`src/rtl/pipe_hazard_ctrl.sv`:
```
// rtl/pipe_hazard_ctrl.sv - pipeline stall/flush control with mult/div busy tracking (optional MD_UNIT_EN)
// MD_UNIT_EN defined: mult/div busy counter and md hazard; undefined: md_busy tied low.
module pipe_hazard_ctrl #(
    parameter int MULT_CYC = 5,
    parameter int DIV_CYC  = 10
) (
    input  logic        clk,
    input  logic        reset,
    input  logic        IntReq,
    input  logic [4:0]  rs_D,
    input  logic [4:0]  rt_D,
    input  logic [1:0]  tuse_rs,
    input  logic [1:0]  tuse_rt,
    input  logic [4:0]  A3_E,
    input  logic [4:0]  A3_M,
    input  logic [1:0]  tnew_E,
    input  logic [1:0]  tnew_M,
    input  logic        md_use_D,
    input  logic        md_start_E,
    input  logic        md_is_div_E,
    output logic        en_PC,
    output logic        en_D,
    output logic        clr_D,
    output logic        clr_E,
    output logic        clr_M,
    output logic        clr_W,
    output logic        md_busy,
    output logic [31:0] stall_cnt
);

    localparam int MAX_CYC = (MULT_CYC > DIV_CYC) ? MULT_CYC : DIV_CYC;
    localparam int CW      = $clog2(MAX_CYC + 1);

    logic hazard_rs;
    logic hazard_rt;
    logic hazard_md;
    logic stall;

    always_comb begin
        hazard_rs = (rs_D != 5'd0) &&
                    (((rs_D == A3_E) && (tnew_E > tuse_rs)) ||
                     ((rs_D == A3_M) && (tnew_M > tuse_rs)));
        hazard_rt = (rt_D != 5'd0) &&
                    (((rt_D == A3_E) && (tnew_E > tuse_rt)) ||
                     ((rt_D == A3_M) && (tnew_M > tuse_rt)));
        stall     = (hazard_rs || hazard_rt || hazard_md) && !IntReq;
    end

`ifdef MD_UNIT_EN
    typedef enum logic {
        MD_IDLE = 1'b0,
        MD_BUSY = 1'b1
    } md_state_t;

    md_state_t     md_state;
    logic [CW-1:0] cnt;
    logic [CW-1:0] md_load;
    logic          busy_q;

    assign md_load = md_is_div_E ? CW'(DIV_CYC) : CW'(MULT_CYC);

    // A start from a flushed E instruction is dropped; a live start overrides the decrement.
    always_ff @(posedge clk) begin
        if (reset) begin
            md_state <= MD_IDLE;
            cnt      <= '0;
            busy_q   <= 1'b0;
        end else if (md_start_E && !IntReq) begin
            cnt      <= md_load;
            md_state <= (md_load != '0) ? MD_BUSY : MD_IDLE;
            busy_q   <= (md_load != '0);
        end else if (md_state == MD_BUSY) begin
            cnt <= cnt - CW'(1);
            if (cnt == CW'(1)) begin
                md_state <= MD_IDLE;
                busy_q   <= 1'b0;
            end
        end
    end

    assign md_busy   = busy_q;
    assign hazard_md = md_use_D && (busy_q || md_start_E);
`else
    logic unused_md_inputs;

    assign unused_md_inputs = ^{md_use_D, md_start_E, md_is_div_E};
    assign md_busy          = 1'b0;
    assign hazard_md        = 1'b0;
`endif

    always_ff @(posedge clk) begin
        if (reset) begin
            stall_cnt <= 32'd0;
        end else if (stall && (stall_cnt != 32'hFFFF_FFFF)) begin
            stall_cnt <= stall_cnt + 32'd1;
        end
    end

    // Reset and interrupt both flush every stage; the PC still loads (reset/handler vector).
    always_comb begin
        en_PC = 1'b1;
        en_D  = 1'b1;
        clr_D = 1'b0;
        clr_E = 1'b0;
        clr_M = 1'b0;
        clr_W = 1'b0;
        if (reset || IntReq) begin
            clr_D = 1'b1;
            clr_E = 1'b1;
            clr_M = 1'b1;
            clr_W = 1'b1;
        end else if (stall) begin
            en_PC = 1'b0;
            en_D  = 1'b0;
            clr_E = 1'b1;
        end
    end

endmodule

```
`config.mk`:
```
export PLATFORM = sky130hd
export DESIGN_NAME = pipe_hazard_ctrl
export DESIGN_NICKNAME = d
export VERILOG_FILES = /design/src/rtl/pipe_hazard_ctrl.sv
export SDC_FILE = /design/constraint.sdc
export NUM_CORES = 1
export LEC_CHECK = 0
export ABC_AREA = 1
export CORE_AREA = 3 3 71 87
export CTS_CLUSTER_SIZE = 20
export DETAILED_ROUTE_END_ITERATION = 10
export DIE_AREA = 0 0 74 90
export HOLD_SLACK_MARGIN = 0.1
export PLACE_DENSITY = 0.84
export SLEW_MARGIN = 40
export SYNTH_ARGS = -nofsm -noshare
export SYNTH_HDL_FRONTEND = slang
export SYNTH_SLANG_ARGS = --single-unit
```
`constraint.sdc`:
```
create_clock -name clk -period 2.45 [get_ports clk]
set_input_delay 0.245 -clock clk [delete_from_list [all_inputs] [get_ports clk]]
set_output_delay 0.245 -clock clk [all_outputs]
set_load 0.005 [all_outputs]
```
**Yosys cells after proc, flatten, opt, wreduce, memory -nomap -nowiden**

Index checks and enable logic that the tools add are counted.

- Bits in registers: 32
- Output and inout bits: 39
- Word-level logic and storage cells: 31

- $add $sub $neg: 1
- Order comparisons: 4
- Equal/unequal tests: 5
- Muxes and demuxes: 5
- Reduce and logical (&&, ||, !) cells: 15

Operators by type and width:

| cell | count |
|---|---|
| 32-bit by 1-bit adder with 32-bit output, second input constant | 1 |
| 32-bit != test, second input constant | 1 |
| 5-bit == test | 4 |
| 5-bit nonzero test | 2 |
| 2-bit > comparator | 4 |
| 1-bit logical AND | 8 |
| 1-bit 2-to-1 mux | 5 |
| 1-bit logical OR | 4 |
| 1-bit zero test | 1 |

**Depth between registers and ports, before layout**

- Depth after elaboration: 8
- Mapped depth: 16
- Depth with buffers taken out: 15

**Least setup slack after synthesis**

Ideal clock, no wire load.

- Path type: in2out
- Start point: input port tuse_rt[1]
- End point: output port en_PC
- Arrival time: 1,621 ps
- Setup slack: 584 ps
- Cell stages on the path: 15
- Path through: inv_1 -> ha_1 -> nand2_1 -> inv_1 -> nor2_1 -> nand2_1 -> nor2_1 -> nand2_1 -> nand2_1 -> nand2_1 -> nand2_1 -> buf_4 -> buf_4 -> nand2_1 -> buf_4

- Word-level cells in the longest chain between the ends: 8
- Elaborated cells on any way between the ends: 10

RTL lines:

| what | line | RTL |
|---|---|---|
| start, declared | 13 | `input logic [1:0] tuse_rt,` |
| 2-bit > comparator (on tied branches) | 44, 45 |  |
| 1-bit logical AND (on tied branches) | 44, 45 |  |
| 1-bit logical OR * | 44 | `(((rt_D == A3_E) && (tnew_E > tuse_rt)) \|\|` |
| 1-bit logical AND * | 43 | `hazard_rt = (rt_D != 5'd0) &&` |
| 1-bit logical OR * | 46 | `stall = (hazard_rs \|\| hazard_rt \|\| hazard_md) && !IntReq;` |
| 1-bit logical AND * | 46 |  |
| 1-bit 2-to-1 mux * (2 in a row) | -- |  |
| end, declared | 21 | `output logic en_PC,` |

Every way passes the cells marked *; elsewhere a longest branch is shown, timed or not.

**Worst setup path after layout**

- Start point: input port tuse_rt[1]
- End point: output port en_D

- Word-level cells in the longest chain between the ends: 8
- Elaborated cells on any way between the ends: 10

RTL lines:

| what | line | RTL |
|---|---|---|
| 2-bit > comparator (on tied branches) | 44, 45 |  |
| 1-bit logical AND (on tied branches) | 44, 45 |  |
| 1-bit logical OR * | 44 |  |
| 1-bit logical AND * | 43 |  |
| 1-bit logical OR * | 46 |  |
| 1-bit logical AND * | 46 |  |
| 1-bit 2-to-1 mux * | 112 | `end else if (stall) begin` |
| 1-bit 2-to-1 mux * | 107 | `if (reset \|\| IntReq) begin` |
| end, declared | 22 | `output logic en_D,` |

Marked as above.

==> flow_metrics.tcl <==
set metrics [dict create \
    start_kind "input pin" \
    clk_path_buf_depth 2 \
    core_um2 5330 \
    port-buffer-count 68 \
    synth_top_area_cell "dfxtp_1" \
    pin_count 73 \
    critPathSlowestCell "clkdlybuf4s50_1" \
    grt_first_pass_wirelength_um 13300 \
    num_antenna_cells 0 \
    synth_cells 533 \
    dieHeight_um 90 \
    rows 29 \
    max_stage_delay_ps 460 \
    status "complete, no violations" \
    floorplan.initialDensity 0.545 \
    critPathCaptureType "output port" \
    grt_pass1_vias 3100 \
    crit_buf_inv 4 \
    synth_top_area_share 0.220 \
    largest_reg_flops 32 \
    synth.area.top_cells "dfxtp_1, nand2_1, inv_1" \
    syn_area_um2 2910 \
    grt-ovfl-total 0 \
    synth_nets 576 \
    finClkSkew_ps 7.27 \
    crit_family "buffers and inverters" \
    yosysWarnings 0 \
    worst_path_most_repeated_cell "nand2_1" \
    ys_ff_latch 32 \
    ys_seq_area_frac 0.220 \
    reg_top3 "stall_cnt (32)" \
    final_util 0.695 \
    relSlewSlack 0.640 \
    slew_viol_final 0 \
    worst_pin_slew_ps 536 \
    dr.pass1.iters 4 \
    worstRegToRegCells 12 \
    hold_viol_final 0 \
    clockRootBuffer "clkbuf_8" \
    die_area_um2 6660 \
    post-route-min-period_ps 2240 \
    ctsHoldBuffers 0 \
    worstSetupPathDepth 14 \
    required_ps 2200 \
    avgViaCountPerCell 5.14 \
    num_vias 3380 \
    drc 0 \
    layout-drive-gt1-share 0.0436 \
    wl_per_cell_um 12.0 \
    final_common_cell "nand2_1" \
    critPathKind "in -> out" \
    cts.htree.levels 2 \
    path_cells "clkdlybuf4s50_1 -> inv_1 -> ha_1 -> nand2_1 -> inv_1 -> nor2_1 -> nand2_1 -> nor2_1 -> nand2_1 -> nand2_1 -> nand2_1 -> nand2_2 -> nand2_1 -> dlygate4sd2_1" \
    grt_usage 0.241 \
    drt_iter0_markers 213 \
    fin_crit_sh 0.915 \
    power.leakage_uw 0.00185 \
    postRouteAntennaNets 0 \
    worst_ir_drop_vdd_uv 277 \
    nets 638 \
    largest-register "stall_cnt" \
    cp_max_fo 3 \
    rsz0062_at_grt "no" \
    fmax_mhz 446 \
    hold_path_depth 4 \
    synth_area_per_cell_um2 5.45 \
    cap_violations 0 \
    cts_tree "yes" \
    setup_tns_ps 0 \
    hold_class "reg -> reg" \
    clk_latency_ps 290 \
    critPathArrivalTime_ps 2000 \
    cts_sinks 32 \
    die_w_um 74 \
    gp_congestion 0.886 \
    antenna_found_initial 0 \
    final_cell_mix "nand2_1, inv_1, nor2_1" \
    drt_wl_total_um 7880 \
    clk_pin_slew_ps 60 \
    powerDensity_nw_per_um2 323 \
    grt_start_max_net_pins 32 \
    yosysUniqueCellTypes 28 \
    cts_buffers 5 \
    dp_hpwl_um 6090 \
    setup_viol_count_final 0 \
    areaGrowthSynthToFinish_pct 27.6 \
]
==> stage by stage <==
step           instance area (µm²)  hold slack (ps)  power [µW]  setup slack (ps)  instances
6_report                      3710              551        1200               209        658
5_1_grt                       3710              595        1250              8.00        658
4_1_cts                       3690              554        1190               171        657
3_5_place_dp                  3600              542         777             -32.0        649
3_3_place_gp                  3600              532         772             -1.13        649
2_1_floorplan                 2910              527         672               584        533
==> layout make-up <==
class	instances	area (µm²)
Timing Repair Buffer	75	742
Inverter	115	432
Fill cell	508	1630
Multi-Input combinational cell	366	1720
Tap cell	62	77.6
Sequential cell	32	641
Clock buffer	8	90.1
==> report_power, final <==
| group | switching (µW) | total (µW) | internal [µW] |
|---|---|---|---|
| registers | 5.26 | 529 | 524 |
| clock network | 199 | 428 | 229 |
| logic | 128 | 239 | 110 |
| total | 333 | 1200 | 863 |
==> synthesized netlist by cell type <==
cell type and instances:
a21oi_1 4, and2_1 1, buf_1 3, buf_2 3, buf_4 8, buf_6 1
clkbuf_1 5, clkinv_1 1, conb_1 1, dfxtp_1 32, ha_1 9, inv_1 111
inv_2 3, nand2_1 160, nand2_2 2, nand3_1 47, nand3_2 1, nand3_4 1
nand3b_1 1, nand4_1 41, nor2_1 80, nor2_2 1, nor2_4 3, nor3_1 5
nor4_1 1, o21ai_0 2, xnor2_1 2, xor2_1 4
==> worst paths after layout <==
kind | slack, ps | end | start
max | 210 | en_D | tuse_rt[1]
min | 550 | stall_cnt[1] | stall_cnt[1]
max reg2reg | 450 | stall_cnt[31] | stall_cnt[0]
min reg2reg | 550 | stall_cnt[1] | stall_cnt[1]
==> per-layer routing <==
| metal | GRT usage | up-vias | part of all wire | wire length [µm] |
|---|---|---|---|---|
| met4 | 0.0725 | 0 | 0.016 | 125 |
| met5 | 0 | - | 0 | 0 |
| li1 | - | 1754 | - | - |
| met2 | 0.399 | 90 | 0.49 | 3890 |
| met1 | 0.314 | 1517 | 0.45 | 3520 |
| met3 | 0.0368 | 19 | 0.043 | 341 |
==> tightest hold or removal path, stage by stage, from the launching register on <==
cell and delay (ps):
dfxtp_1 330, inv_1 60, nand2_1 50, nand2_1 50
nor2_1 30
==> kinds of logic (layout without fill, tap and decap cells) <==
group,Yosys count,count (layout),synth area share
xor+xnor,6,6,0.0181
other cells,1,1,0.00129
buf+inv,135,198,0.189
simple gates,344,344,0.522
fa+ha+maj,9,9,0.0388
flops,32,32,0.220
compound gates,6,6,0.0103
==> what timing repair did <==
| item | in CTS | in global routing |
|---|---|---|
| pin swaps | 0 | 3 |
| hold endpoints to repair | 0 | 0 |
| gates resized for setup | 4 | 1 |
| buffers inserted | 0 | 1 |
| endpoints found under the setup margin | 2 | 3 |
Power figures use the tool's default switching activity.
